## src/rtl/simple_risc_core.sv

```systemverilog
// simple_risc_core: 16-bit multicycle core. Instruction register, field decode,
// controller FSM and a datapath with an 8x16 register file, A/B/C registers,
// shifter, ALU and N/V/Z status register.
module simple_risc_core (
    input  logic        clk,
    input  logic        reset,
    input  logic        s,
    input  logic        load,
    input  logic [15:0] in,
    output logic [15:0] out,
    output logic        N,
    output logic        V,
    output logic        Z,
    output logic        w
);

    typedef enum logic [3:0] {
        S_WAIT, S_DECODE, S_WIMM, S_GETA, S_GETB, S_MOVSH, S_ALU, S_CMP, S_WREG
    } state_t;

    typedef enum logic [1:0] {NSEL_RN, NSEL_RD, NSEL_RM} nsel_t;

    state_t      state_reg, state_next;
    logic        w_reg;
    logic [15:0] ir_reg, a_reg, b_reg, c_reg;
    logic        n_reg, v_reg, z_reg;
    logic [15:0] rf_reg [0:7];

    // Instruction fields
    logic [2:0]  opcode, rn, rd, rm;
    logic [1:0]  op, sh;
    logic [15:0] sximm8, sximm5;

    assign opcode = ir_reg[15:13];
    assign op     = ir_reg[12:11];
    assign rn     = ir_reg[10:8];
    assign rd     = ir_reg[7:5];
    assign sh     = ir_reg[4:3];
    assign rm     = ir_reg[2:0];
    assign sximm8 = {{8{ir_reg[7]}}, ir_reg[7:0]};
    assign sximm5 = {{11{ir_reg[4]}}, ir_reg[4:0]};

    // Datapath control and register-number selection
    nsel_t       nsel;
    logic [2:0]  regnum;
    logic        write_en, asel, bsel;
    logic [15:0] write_data, read_data;
    logic [7:0]  rf_we;

    // Pick which IR field addresses the register file in the current state
    always_comb begin
        nsel = NSEL_RM;
        case (state_reg)
            S_WIMM, S_GETA: nsel = NSEL_RN;
            S_WREG:         nsel = NSEL_RD;
            default:        nsel = NSEL_RM;
        endcase
        case (nsel)
            NSEL_RN: regnum = rn;
            NSEL_RD: regnum = rd;
            default: regnum = rm;
        endcase
    end

    assign write_en   = (state_reg == S_WIMM) || (state_reg == S_WREG);
    // vsel: immediate writeback only in WIMM, otherwise the C register
    assign write_data = (state_reg == S_WIMM) ? sximm8 : c_reg;
    assign read_data  = rf_reg[regnum];
    assign asel       = (state_reg == S_MOVSH);
    // The immediate ALU operand is decoded but no instruction selects it
    assign bsel       = 1'b0;

    generate
        for (genvar gi = 0; gi < 8; gi++) begin : g_rf_we
            assign rf_we[gi] = write_en && (regnum == 3'(gi));
        end
    endgenerate

    // Shifter and ALU
    logic [15:0] b_shift, ain, bin, alu_res;
    logic        alu_ovf;

    // Shift B, select operands and compute the ALU result
    always_comb begin
        case (sh)
            2'b01:   b_shift = {b_reg[14:0], 1'b0};
            2'b10:   b_shift = {1'b0, b_reg[15:1]};
            2'b11:   b_shift = {b_reg[15], b_reg[15:1]};
            default: b_shift = b_reg;
        endcase
        ain = asel ? 16'h0000 : a_reg;
        bin = bsel ? sximm5 : b_shift;
        case (op)
            2'b00:   alu_res = ain + bin;
            2'b01:   alu_res = ain - bin;
            2'b10:   alu_res = ain & bin;
            default: alu_res = ~bin;
        endcase
        // Signed overflow of a subtraction: operand signs differ, result sign flips from Ain
        alu_ovf = (ain[15] != bin[15]) && (alu_res[15] != ain[15]);
    end

    // Next-state logic of the controller
    always_comb begin
        state_next = state_reg;
        case (state_reg)
            S_WAIT:   state_next = s ? S_DECODE : S_WAIT;
            S_DECODE: begin
                if (opcode == 3'b110 && op == 2'b10)      state_next = S_WIMM;
                else if (opcode == 3'b110 && op == 2'b00) state_next = S_GETB;
                else if (opcode == 3'b101 && op == 2'b11) state_next = S_GETB;
                else if (opcode == 3'b101)                state_next = S_GETA;
                else                                      state_next = S_WAIT;
            end
            S_GETA:   state_next = S_GETB;
            S_GETB: begin
                // IR may have been reloaded mid-instruction; unknown encodings bail out
                if (opcode == 3'b110 && op == 2'b00) state_next = S_MOVSH;
                else if (opcode == 3'b101)           state_next = (op == 2'b01) ? S_CMP : S_ALU;
                else                                 state_next = S_WAIT;
            end
            S_MOVSH, S_ALU: state_next = S_WREG;
            default:  state_next = S_WAIT;
        endcase
    end

    // Controller state and registered ready flag
    always_ff @(posedge clk) begin
        if (reset) begin
            state_reg <= S_WAIT;
            w_reg     <= 1'b1;
        end else begin
            state_reg <= state_next;
            w_reg     <= (state_next == S_WAIT);
        end
    end

    // Instruction, operand, result and status registers
    always_ff @(posedge clk) begin
        if (reset) begin
            ir_reg <= '0;
            a_reg  <= '0;
            b_reg  <= '0;
            c_reg  <= '0;
            n_reg  <= 1'b0;
            v_reg  <= 1'b0;
            z_reg  <= 1'b0;
        end else begin
            if (load)                                          ir_reg <= in;
            if (state_reg == S_GETA)                           a_reg  <= read_data;
            if (state_reg == S_GETB)                           b_reg  <= read_data;
            if (state_reg == S_MOVSH || state_reg == S_ALU)    c_reg  <= alu_res;
            if (state_reg == S_CMP) begin
                n_reg <= alu_res[15];
                v_reg <= alu_ovf;
                z_reg <= (alu_res == 16'h0000);
            end
        end
    end

    // Register file: cleared by reset, one write port
    always_ff @(posedge clk) begin
        for (int i = 0; i < 8; i++) begin
            if (reset)         rf_reg[i] <= '0;
            else if (rf_we[i]) rf_reg[i] <= write_data;
        end
    end

    assign out = c_reg;
    assign N   = n_reg;
    assign V   = v_reg;
    assign Z   = z_reg;
    assign w   = w_reg;

endmodule

```

## config.mk

```make
export PLATFORM = sky130hd
export DESIGN_NAME = simple_risc_core
export DESIGN_NICKNAME = d
export VERILOG_FILES = /design/src/rtl/simple_risc_core.sv
export SDC_FILE = /design/constraint.sdc
export NUM_CORES = 1
export LEC_CHECK = 0
export ABC_CLOCK_PERIOD_IN_PS = 10200
export BUFFER_PORTS_ARGS = -buffer_cell sky130_fd_sc_hd__buf_2
export CAP_MARGIN = 15
export CORE_ASPECT_RATIO = 1.1
export CORE_MARGIN = 3
export CORE_UTILIZATION = 47
export DETAILED_ROUTE_END_ITERATION = 12
export PLACE_DENSITY = 0.74
export SLEW_MARGIN = 30
export SYNTH_ARGS = -nofsm -noshare
export SYNTH_HDL_FRONTEND = slang
export SYNTH_SLANG_ARGS = --single-unit
export TNS_END_PERCENT = 10
```

## constraint.sdc

```tcl
create_clock -name clk -period 10.2 [get_ports clk]
set_input_delay 2.04 -clock clk [delete_from_list [all_inputs] [get_ports clk]]
set_output_delay 2.04 -clock clk [all_outputs]
set_load 0.01 [all_outputs]
```

Word level (Yosys, flattened, before mapping). Memory sizes are Yosys's and may differ from the RTL's. Index checks and enable logic that the tools add are counted.

Memories: 1. Memory bits (writable): 128. Bits in latches: 0. Memory bits (read-only): 0. Bits in registers: 72. Input port bits: 20. Output and inout bits: 20. Logic and storage cells: 119.

Memory list: rf_reg (words 8, width 16, rd ports 1, clocked after memory_dff 0, wr ports 8, RTL line 27) `logic [15:0] rf_reg [0:7];`.

Reduce and logical (&&, ||, !) cells: 22. Add/subtract/negate cells: 2. Eq/ne operators: 26. Shift-type cells: 0. Multipliers: 0. Mux-type cells: 49. Bitwise logic cells: 10. Divide/modulo/power cells: 0. $lt $le $gt $ge: 0.

Operators with widths (number): $mux W16 (10); $pmux W16 S3 (2); $mux W1 (28); $pmux W4 S5 (1); $eq A3 B3 Y1 const B (6); $add A16 B16 Y16 (1); $and A16 B16 Y16 (1); $eq A4 B3 Y1 const B (4); $logic_not A16 Y1 (1); $not A16 Y16 (1); $sub A16 B16 Y16 (1); $mux W3 (5); $logic_and A1 B1 Y1 (12); $eq A2 B2 Y1 const B (4); $eq A4 B2 Y1 const B (2); $logic_not A4 Y1 (2); $or A1 B1 Y1 (8); $eq A2 B1 Y1 const B (3); $eq A3 B2 Y1 const B (2); $pmux W3 S2 (1); $eq A4 B1 Y1 const B (1); $eq A4 B4 Y1 const B (1); $logic_not A2 Y1 (2); $pmux W2 S2 (1); 6 further kinds (9).

Depth between registers and ports, before layout. Gate-level depths: netlist of the first run.

Depth in word-level cells: 11. Depth in mapped cells: 21. Gate-level depth less buffers: 18.

Worst setup path before layout of the first run. No wires, ideal clock.

Path type: reg2reg. From: reg ir_reg[12]. To: reg z_reg, in the netlist Z. Arrival: 4.218 ns. Clock period less this slack: 4.278 ns. Path buffers: 4. Required time: 10.141 ns. Slack: 5.922 ns. Cell stages (with the launch flop): 17. Setup time: 0.059 ns. Cell sequence: dfxtp_1 -> clkbuf_1 -> clkbuf_1 -> clkbuf_1 -> buf_1 -> nor2_1 -> a31oi_1 -> xnor2_1 -> ha_1 -> or3_1 -> o221a_2 -> o2111ai_2 -> a31oi_1 -> o21ai_0 -> or4bb_1 -> or4b_1 -> nand2_1.

Cells in the longest elaborated chain, start to end: 3. Elaborated cells on any way between the ends: 5. Classes of those cells: eq/ne (2); mux (1); reduce/logical (2).

Ends and longest elaborated chain: start, declared (RTL line 25) `logic [15:0] ir_reg, a_reg, b_reg, c_reg;`; start signal, assigned (RTL line 149) `if (load) ir_reg <= in;`; $eq A2 B2 Y1, or another cell as far along (RTL line 93) `case (op)`; $pmux W16 S3 (*) (RTL line 93); $logic_not A16 Y1 (*) (RTL line 156) `z_reg <= (alu_res == 16'h0000);`; end signal, assigned (RTL line 156); end, declared (RTL line 26) `logic n_reg, v_reg, z_reg;`.

Mark *: on every way between the ends. The rest lies on a longest branch, timed or not. A chain may end at the register's enable or synchronous reset.

Worst setup path after layout of the first run.
From: reg ir_reg[4]. To: reg z_reg, in the netlist Z.

Cells in the longest elaborated chain, start to end: 5. Elaborated cells on any way between the ends: 10. Classes of those cells: add/sub (2); eq/ne (3); mux (2); bitwise (2); reduce/logical (1).

Ends and longest elaborated chain: $eq A2 B2 Y1 / $eq A2 B1 Y1 (equally long branches) (RTL line 85) `case (sh)`; $pmux W16 S3 (*) (RTL line 85); $sub A16 B16 Y16, or another cell as far along (RTL line 95) `2'b01: alu_res = ain - bin;`; $pmux W16 S3 (*) (RTL line 93); $logic_not A16 Y1 (*) (RTL line 156).

Marked as above.

==> results of run 1 <==
## worst min path at each step
stage,start,endpoint,slack [ps],cells after the start
finish,out[0]$_SDFFE_PP0P_,out[0]$_SDFFE_PP0P_,490,2
global route,a_reg[2]$_SDFFE_PP0P_,a_reg[2]$_SDFFE_PP0P_,510,2
CTS,out[0]$_SDFFE_PP0P_,out[0]$_SDFFE_PP0P_,490,2
detailed placement,out[0]$_SDFFE_PP0P_,out[0]$_SDFFE_PP0P_,470,2
global placement,out[0]$_SDFFE_PP0P_,out[0]$_SDFFE_PP0P_,470,2
floorplan,ir_reg[10]$_SDFFE_PP0P_,ir_reg[10]$_SDFFE_PP0P_,460,2
## Yosys cell counts, types with 11 or more instances
cell and count:
dfxtp_1 72, a21oi_1 39, nand3_1 44, nor3_1 16, clkbuf_1 46, inv_1 11, edfxtp_1 128, a211oi_1 41
and2_1 17, ha_1 18, and3_1 21, nor2_1 239, nand2b_1 13, mux2i_1 38, nor2b_1 13, a311oi_1 17
o21ai_0 23, buf_2 16, nand2_1 183, a31oi_1 22
## power by group
group	internal (mW)	total, mW	switching [mW]
combinational	0.0746	0.205	0.131
sequential	0.879	0.891	0.0123
clock	0.326	0.663	0.337
## routing by layer
metal  routed length (µm)  share of wire  up-vias  GRT usage
li1                     -              -     4090          -
met4                  787          0.028        0     0.0886
met1                11900           0.42     4054      0.316
met3                 2030          0.072       58     0.0362
met5                    0              0        -          0
met2                13600           0.48      320      0.383
## logic make-up (layout without fill, tap and decap cells)
group                    Yosys count  after routing  share of synthesized area
adder cells (fa/ha/maj)           19             19                     0.0233
flip-flops                       200            200                      0.502
XOR/XNOR                          19             19                     0.0158
buffers and inverters             88             96                     0.0355
AO/OA/AOI/OAI                    203            203                      0.136
multiplexers                      45             45                     0.0450
AND/OR/NAND/NOR                  579            579                      0.242
## stage by stage
step                      power [mW]  hold slack, ps  utilization  instances  setup slack [ps]
after floorplan                 1.06             461            -       1153              5920
after global placement          1.11             467        0.503       1420              5420
after detailed placement        1.11             471        0.503       1420              5290
after CTS                       1.76             486        0.529       1451              5300
after global routing            1.81             511        0.530       1451              5120
final                           1.76             488        0.530       1451              5460
## tightest hold or removal path, delay by kind of cell (launching register included)
family / cells / cell delay (ps)
compound gates: 1 / 60
flops: 1 / 330
simple gates: 1 / 60
## final cells by class
cell class | count | share of cell area
clock inverter | 14 | 0.0132
sequential | 200 | 0.461
timing repair buffer | 53 | 0.0262
inverter | 12 | 0.00393
clock buffer | 17 | 0.0371
tap | 290 | 0.0316
multi-input combinational | 865 | 0.427
==> results.md, run 1 <==
* Status: finished clean
* FF-to-FF path depth at 17
* CTS sink count at 200
* Number of setup buffers added after CTS at 0
* Leak at 4.14 nW
* Root buffer cell: clkbuf_16
* RSZ-0062 raised after global routing: no
* R2R Path Start: ir_reg[4]$_SDFFE_PP0P_
* # rows at 56
* Storage element area at 5290 µm²
* Area of the multi-input gates at 4900 µm²
* Worst hold path class: reg2reg
* CP arrival at 5130 ps
* Clock insertion delay at the later pin of the skew report at 440 ps
* Crit path depth at 17
* Most frequent cells in the layout: nor2_1, nand2_1, edfxtp_1, dfxtp_1, nand3_1
* Hold Buf Count CTS at 0
* First-pass GRT wire length at 44,100 µm
* Inserted Diodes at 0
* Sequential area share after synthesis at 0.502
* Number of global-route vias before repair at 7,961
* Initial antenna violation count at 0
* TritonCTS clock tree: yes
* Final Slew Violations at 0
* FFs w/ async S/R, synth at 0
* Final hold vios at 0
* DP Area at 10,900 µm²
* Max-cap violations at 0
* Chip width at 149 µm
* Final TNS setup at 0 ps
* DP Wirelength at 18,700 µm
* Synth area leader: edfxtp_1
* Critical path cell sequence: nor2_1 > a22oi_1 > ha_1 > nand3_1 > nor2_1 > nand2_1 > nand2_1 > xor2_1 > ha_1 > and3_1 > a211oi_1 > a21boi_0 > nor3_1 > o31ai_1 > or4_1 > or4b_1 > nand2_1
* Skew final at 14.5 ps
* Synthesized instance count at 1,153
* H-tree Lvls at 4
* Slowest cell delay on critical path at 900 ps
* Clock buffer depth at 2
* Post-synth top area share at 0.365
* Top cells by area, synth: edfxtp_1, dfxtp_1, nor2_1
* Max FFs per register at 128
* GRT Total Usage at 0.234
* Rel. slew slack at 0.370
* Slowest CP cell: dfxtp_1
* DRT Wirelength at 28,300 µm
* Max frequency at 0.211 GHz
* Syn-to-layout area delta at 8.93%
* P per Cell Area at 153 nW/µm²
* Core area at 21,700 µm²
* Leading cell type in the layout, fill and taps excluded: nor2_1
* 1st-iter DRT viols at 825
* Vias/cell at 5.87
* WP data required at 10,590 ps
* Fin crit period at 4740 ps
* Worst Path Class, Setup: reg2reg
* CP Launch Type: register
* FF-to-FF End: Z$_SDFFE_PP0N_
* Vias at 8,522
* Number of detailed-route iterations in the first pass at 6
* CP Max Fanout at 29
* Reg-to-reg slack, setup at 5460 ps
* Fin area at 11,500 µm²
* Worst setup path start: ir_reg[4]$_SDFFE_PP0P_
* Syn Area/Cell at 9.13 µm²
* Primary FF master, synth: edfxtp_1
* DIE AREA at 24,200 µm²
* CP dominant cell by count: nand2_1
* GR Overflow Total at 0
* Total CTS buffers at 17
* Layout cells sized above 1 at 0.101
* Syn Nets at 1,192
* Post-layout nets at 1,188
* Post-Syn Area at 10,500 µm²
* # DRC at 0
* Synth cell types at 77
* GP Congestion at 0.940
* Critical path buffers and inverters at 0
* Routed len/inst at 19.5 µm
* EDFF count, synth at 128
* Top delay family on crit path: simple AND/OR/NAND/NOR gates
* ANT nets after route at 0
* Setup Viol. Count Final at 0
* Die height at 163 µm
* Starting Density at 0.486
* Clock Pin Slew Worst Setup and Hold Paths at 80 ps
* Tightest Pin Transition at 942 ps
* Post_cts resized at 0
* Io pins at 40
* Synth warnings at 0
* # fillers at 1,952
* Max IR drop VDD at 0.124 mV
* CP endpoint: Z$_SDFFE_PP0N_
* Largest net degree at the start of global routing at 71
* Port Buffers at 39
* Yosys reg bits at 200
* CP endpoint kind: register
* Final Cycle Share at 0.465
No activity file was read; power rests on OpenSTA's default activity.
==> run 2: changes to the inputs <==
ABC_CLOCK_PERIOD_IN_PS = 4300   (was 10200)
PLACE_DENSITY = 0.77   (was 0.74)
clock period = 4.3 ns   (was 10.2 ns; I/O delays follow)
==> results.md, run 2 (synthesis results as in run 1) <==
* Status: finished clean (unchanged)
* Clock Pin Slew Worst Setup and Hold Paths at 80 ps (about the same)
* CTS sink count at 200 (unchanged)
* Leak at 4.28 nW (was 4.14 nW)
* Setup Viol. Count Final at 0 (unchanged)
* Top delay family on crit path: simple AND/OR/NAND/NOR gates (unchanged)
* Vias/cell at 5.93 (was 5.87)
* Max-cap violations at 0 (unchanged)
* Worst setup path start: ir_reg[4]$_SDFFE_PP0P_ (unchanged)
* Final TNS setup at 0 ps (unchanged)
* ANT nets after route at 0 (unchanged)
* P per Cell Area at 354 nW/µm² (was 153 nW/µm²)
* Critical path cell sequence: buf_4 > o32a_1 > or3_1 > nand2_1 > xnor2_1 > ha_1 > or3_1 > o221a_2 > o2111ai_4 > a31oi_1 > o21ai_0 > or4bb_1 > or4b_1 > nand2_1 (was nor2_1 > a22oi_1 > ha_1 > nand3_1 > nor2_1 > nand2_1 > nand2_1 > xor2_1 > ha_1 > and3_1 > a211oi_1 > a21boi_0 > nor3_1 > o31ai_1 > or4_1 > or4b_1 > nand2_1)
* Max IR drop VDD at 0.291 mV (was 0.124 mV)
* Final hold vios at 0 (unchanged)
* Starting Density at 0.486 (unchanged)
* Clock buffer depth at 2 (unchanged)
* Inserted Diodes at 0 (unchanged)
* Syn-to-layout area delta at 11.5% (was 8.93%)
* Cell depth of the worst hold path at 2 (unchanged)
* CP arrival at 4470 ps (was 5130 ps)
* Routed len/inst at 18.9 µm (was 19.5 µm)
* Critical path buffers and inverters at 1 (was 0)
* Clock insertion delay at the later pin of the skew report at 430 ps (was 440 ps)
* Clock network power share at 0.358 (was 0.377)
* # DRC at 0 (unchanged)
* Port Buffers at 39 (unchanged)
* FF-to-FF End: Z$_SDFFE_PP0N_ (unchanged)
* # rows at 56 (unchanged)
* GRT Total Usage at 0.228 (was 0.234)
* NetSw at 1.10 mW (was 0.480 mW)
* Number of global-route vias before repair at 8,099 (was 7,961)
* Crit path depth at 14 (was 17)
* Worst hold path class: reg2reg (unchanged)
* Io pins at 40 (unchanged)
* CP endpoint kind: register (unchanged)
* RSZ-0062 raised after global routing: no (unchanged)
* CP Max Fanout at 10 (was 29)
* P_int at 3.05 mW (was 1.28 mW)
* Die height at 163 µm (unchanged)
* Tightest Pin Transition at 982 ps (was 942 ps)
* 1st-iter DRT viols at 835 (was 825)
* Sequential cell fraction of total power at 0.508 (was 0.507)
* DP Wirelength at 19,000 µm (was 18,700 µm)
* TritonCTS clock tree: yes (unchanged)
* Final Slew Violations at 0 (unchanged)
* Final Cycle Share at 0.949 (was 0.465)
* Reg-to-reg slack, setup at 220 ps (was 5460 ps)
* First-pass GRT wire length at 43,400 µm (was 44,100 µm)
* Fin crit period at 4080 ps (was 4740 ps)
* R2R Path Start: ir_reg[4]$_SDFFE_PP0P_ (unchanged)
* Worst Path Class, Setup: reg2reg (unchanged)
* H-tree Lvls at 4 (unchanged)
* GR Overflow Total at 0 (unchanged)
* Final WS setup at 218 ps (was 5460 ps)
* Max FFs per register at 128 (unchanged)
* Leading cell type in the layout, fill and taps excluded: nor2_1 (unchanged)
* Slowest cell delay on critical path at 520 ps (was 900 ps)
* Root buffer cell: clkbuf_16 (unchanged)
* Post-layout nets at 1,218 (was 1,188)
* Skew final at 12.2 ps (was 14.5 ps)
* Initial antenna violation count at 0 (unchanged)
* FF-to-FF path depth at 14 (was 17)
* DIE AREA at 24,200 µm² (unchanged)
* Max frequency at 0.245 GHz (was 0.211 GHz)
* Number of detailed-route iterations in the first pass at 5 (was 6)
* Switching Fraction at 0.266 (was 0.273)
* Rel. slew slack at 0.327 (was 0.370)
* Largest net degree at the start of global routing at 71 (unchanged)
* Most frequent cells in the layout: nor2_1, nand2_1, edfxtp_1, dfxtp_1, nand3_1 (unchanged)
* Layout Utilization at 0.542 (was 0.530)
* Post-Place Worst Slack at 118 ps (was 5290 ps)
* Layout cells sized above 1 at 0.132 (was 0.101)
* CP endpoint: Z$_SDFFE_PP0N_ (unchanged)
* CP Launch Type: register (unchanged)
* # fillers at 1,922 (was 1,952)
* Chip width at 149 µm (unchanged)
* Hold Buf Count CTS at 0 (unchanged)
* Vias at 8,783 (was 8,522)
* Combinational cell fraction of total power at 0.133 (was 0.117)
* DRT Wirelength at 28,000 µm (was 28,300 µm)
* WP data required at 4680 ps (was 10,590 ps)
* Slowest CP cell: or4bb_1 (was dfxtp_1)
* GP Congestion at 0.973 (was 0.940)
* Total CTS buffers at 17 (unchanged)
* Core area at 21,700 µm² (unchanged)
run 2: layer usage:
layer  vias up  global-route usage  wire length [µm]
met3        66              0.0312              2210
met5         -                   0                 0
met1      4163               0.309             11500
li1       4144                   -                 -
met2       410               0.369             13400
met4         0              0.0932               848
run 2: how the worst min path moves through the flow:
stage / to / from
after global routing: a_reg[6]$_SDFFE_PP0P_ / a_reg[6]$_SDFFE_PP0P_
final: a_reg[2]$_SDFFE_PP0P_ / a_reg[2]$_SDFFE_PP0P_
after CTS: a_reg[2]$_SDFFE_PP0P_ / a_reg[2]$_SDFFE_PP0P_
after global placement: N$_SDFFE_PP0N_ / N$_SDFFE_PP0N_
after floorplan: ir_reg[10]$_SDFFE_PP0P_ / ir_reg[10]$_SDFFE_PP0P_
after detailed placement: N$_SDFFE_PP0N_ / N$_SDFFE_PP0N_
run 2: layout make-up:
class                   count  area [µm²]  area share
repair buffers             83         551      0.0469
clock inverters            15         115     0.00981
flip-flops and latches    200        5290       0.451
well taps                 290         363      0.0309
clock buffers              17         425      0.0363
inverters                  12        45.0     0.00384
multi-input cells         865        4950       0.422
run 2: tightest hold or removal path, stage by stage, from the launching register on:
cell and delay [ps]:
dfxtp_1 310, nor2_1 100, a211oi_1 50
run 2: per-stage QoR:
stage               area (µm²)  total power [mW]  hold slack [ps]  cells
floorplan                10500              2.51              461   1153
global placement         11100              2.67              482   1450
detailed placement       11100              2.68              490   1450
CTS                      11700              4.14              502   1482
global route             11700              4.28              524   1482
finish                   11700              4.15              500   1482
run 2: timing repair:
action | in CTS | in global routing
setup endpoints to repair | 0 | 4
buffers inserted | 0 | 0
hold endpoints to repair | 0 | 0
resized for setup | 0 | 16
run 2: power by group through the flow:
stage          Clock [mW]  Sequential (mW)  Combinational [mW]
2_1_floorplan           0             2.14               0.367
3_3_place_gp            0             2.15               0.524
3_5_place_dp            0             2.15               0.530
4_1_cts              1.49             2.11               0.534
5_1_grt              1.57             2.11               0.599
6_report             1.49             2.11               0.554
==> run 3: changes to the inputs <==
ABC_AREA = 1   (was default)
==> results.md, run 3 <==
* Post-synth top area share at 0.361 (was 0.365)
* Number of detailed-route iterations in the first pass at 7 (was 5)
* Initial antenna violation count at 0 (unchanged)
* Status: finished clean (unchanged)
* Post-Syn Area at 10,600 µm² (was 10,500 µm²)
* Port Buffers at 39 (unchanged)
* Total CTS buffers at 17 (unchanged)
* Final TNS setup at 0 ps (unchanged)
* FFs w/ async S/R, synth at 0 (unchanged)
* Root buffer cell: clkbuf_16 (unchanged)
* Top Usage Layer GRT: met2 (unchanged)
* Core area at 22,200 µm² (was 21,700 µm²)
* Final hold vios at 0 (unchanged)
* Syn Nets at 1,325 (was 1,192)
* Area of the multi-input gates at 4500 µm² (was 4950 µm²)
* Starting Density at 0.480 (was 0.486)
* Layout Utilization at 0.521 (was 0.542)
* Final Slew Violations at 0 (unchanged)
* Rel. slew slack at 0.390 (was 0.327)
* CP Max Fanout at 14 (was 10)
* H-tree Lvls at 4 (unchanged)
* Routed len/inst at 18.0 µm (was 18.9 µm)
* Max FFs per register at 128 (unchanged)
* Sequential area share after synthesis at 0.497 (was 0.502)
* TritonCTS clock tree: yes (unchanged)
* Largest net degree at the start of global routing at 58 (was 71)
* Synth warnings at 0 (unchanged)
* Inserted Diodes at 0 (unchanged)
* DP Area at 10,900 µm² (was 11,100 µm²)
* Clock insertion delay at the later pin of the skew report at 440 ps (was 430 ps)
* Vias at 8,919 (was 8,783)
* GR Overflow Total at 0 (unchanged)
* Max frequency at 0.263 GHz (was 0.245 GHz)
* Leading cell type in the layout, fill and taps excluded: nand2_1 (was nor2_1)
* Number of global-route vias before repair at 8,349 (was 8,099)
* DP Wirelength at 20,300 µm (was 19,000 µm)
* RSZ-0062 raised after global routing: no (unchanged)
* ANT nets after route at 0 (unchanged)
* Synth area leader: edfxtp_1 (unchanged)
* Vias/cell at 5.55 (was 5.93)
* Met1 Use GR at 0.310 (was 0.309)
* DRT Wirelength at 28,900 µm (was 28,000 µm)
* GP Congestion at 1.00 (was 0.973)
* Post-layout nets at 1,337 (was 1,218)
* Fin crit period at 3800 ps (was 4080 ps)
* Power Total at 4.28 mW (was 4.15 mW)
* Yosys reg bits at 200 (unchanged)
* Tightest Pin Transition at 913 ps (was 982 ps)
* Worst Path Class, Setup: reg2reg (unchanged)
* Hold_ws at 478 ps (was 500 ps)
* DIE AREA at 24,500 µm² (was 24,200 µm²)
* CP Launch Type: register (unchanged)
* Skew final at 17.8 ps (was 12.2 ps)
* GR Layer Usage met2 at 0.394 (was 0.369)
* Number of setup buffers added after CTS at 0 (unchanged)
* Max-cap violations at 0 (unchanged)
* Die height at 164 µm (was 163 µm)
* Synth top cells by count: nand2_1, nor2_1, edfxtp_1, inv_1, o21ai_0 (was nor2_1, nand2_1, edfxtp_1, dfxtp_1, clkbuf_1)
* Synthesized instance count at 1,286 (was 1,153)
* Storage element area at 5290 µm² (about the same)
* Syn-to-layout area delta at 8.68% (was 11.5%)
* Setup Viol. Count Final at 0 (unchanged)
* Leak at 4.64 nW (was 4.28 nW)
* Fin area at 11,600 µm² (was 11,700 µm²)
* Clock Pin Slew Worst Setup and Hold Paths at 80 ps (about the same)
* Final Cycle Share at 0.884 (was 0.949)
* Clock buffer depth at 2 (unchanged)
* Synth cell types at 50 (was 77)
* Top cells by area, synth: edfxtp_1, dfxtp_1, nand2_1 (was edfxtp_1, dfxtp_1, nor2_1)
* First-pass GRT wire length at 45,000 µm (was 43,400 µm)
* WP data required at 4680 ps (about the same)
* Final WS setup at 498 ps (was 218 ps)
* EDFF count, synth at 128 (unchanged)
* GRT Total Usage at 0.238 (was 0.228)
* Layout cells sized above 1 at 0.104 (was 0.132)
* Count leader, synth: nand2_1 (was nor2_1)
* # DRC at 0 (unchanged)
* CP arrival at 4180 ps (was 4470 ps)
* Met3 Use GR at 0.0411 (was 0.0312)
* Worst hold path class: reg2reg (unchanged)
* Post-Place Worst Slack at 376 ps (was 118 ps)
* # rows at 57 (was 56)
* Primary FF master, synth: edfxtp_1 (unchanged)
* 1st-iter DRT viols at 820 (was 835)
* P per Cell Area at 370 nW/µm² (was 354 nW/µm²)
* Non-filler cells, final at 1,606 (was 1,482)
* Max IR drop VDD at 0.262 mV (was 0.291 mV)
* Most frequent cells in the layout: nand2_1, nor2_1, edfxtp_1, inv_1, o21ai_0 (was nor2_1, nand2_1, edfxtp_1, dfxtp_1, nand3_1)
* Chip width at 149 µm (about the same)
* Placed cell count at 1,574 (was 1,450)
* CP endpoint kind: register (unchanged)
* Io pins at 40 (unchanged)
* CTS sink count at 200 (unchanged)
* Syn Area/Cell at 8.28 µm² (was 9.13 µm²)
* # fillers at 2,049 (was 1,922)
[run 3: cell type report]
cell class,count,area share
multi-input cells,894,0.389
well taps,295,0.0319
repair buffers,50,0.0240
flip-flops and latches,200,0.457
clock inverters,15,0.0169
clock buffers,17,0.0368
inverters,135,0.0440
[run 3: what timing repair did]
item | in CTS | in global routing
hold buffers | 0 | 0
endpoints found under the setup margin | 0 | 4
gates resized for setup | 0 | 2
[run 3: critical path, stage by stage (launching register included)]
cell and delay (ps):
dfxtp_2 500, nor2_4 130, a21boi_1 280, ha_1 230, nand3_1 130, nor2_1 140
nand2_1 70, nand2_1 90, o21ai_0 150, xor2_1 180, ha_1 380, nand2_1 90
nor2_1 140, nand3_1 120, nand3_1 110, nand2_1 60, nand3_1 90, nand2_1 80
nor3_1 360, nand3_1 120, nor2_1 110, nand2_1 60, a21oi_1 110
[run 3: final timing paths]
check | startpoint | endpoint | slack (ps) | cells after the start
setup / recovery | ir_reg[3]$_SDFFE_PP0P_ | Z$_SDFFE_PP0N_ | 500 | 22
hold / removal | Z$_SDFFE_PP0N_ | Z$_SDFFE_PP0N_ | 480 | 2
setup reg to reg | ir_reg[3]$_SDFFE_PP0P_ | Z$_SDFFE_PP0N_ | 500 | 22
hold reg to reg | Z$_SDFFE_PP0N_ | Z$_SDFFE_PP0N_ | 480 | 2
[run 3: cell families after synthesis]
group | after synthesis | share of synthesized area
flip-flops | 200 | 0.497
AND/OR/NAND/NOR | 646 | 0.274
buffers and inverters | 192 | 0.0817
AO/OA/AOI/OAI | 211 | 0.109
multiplexers | 4 | 0.00376
adder cells (fa/ha/maj) | 19 | 0.0230
XOR/XNOR | 14 | 0.0115
[run 3: layer usage]
layer,wire length [µm],part of all wire
met4,967,0.033
met2,13900,0.48
met1,11900,0.41
met5,0,0
met3,2130,0.074
[run 3: power breakdown]
part	internal (mW)	switching, mW
clock	0.894	0.799
combinational	0.136	0.336
sequential	2.09	0.0265
total	3.12	1.16
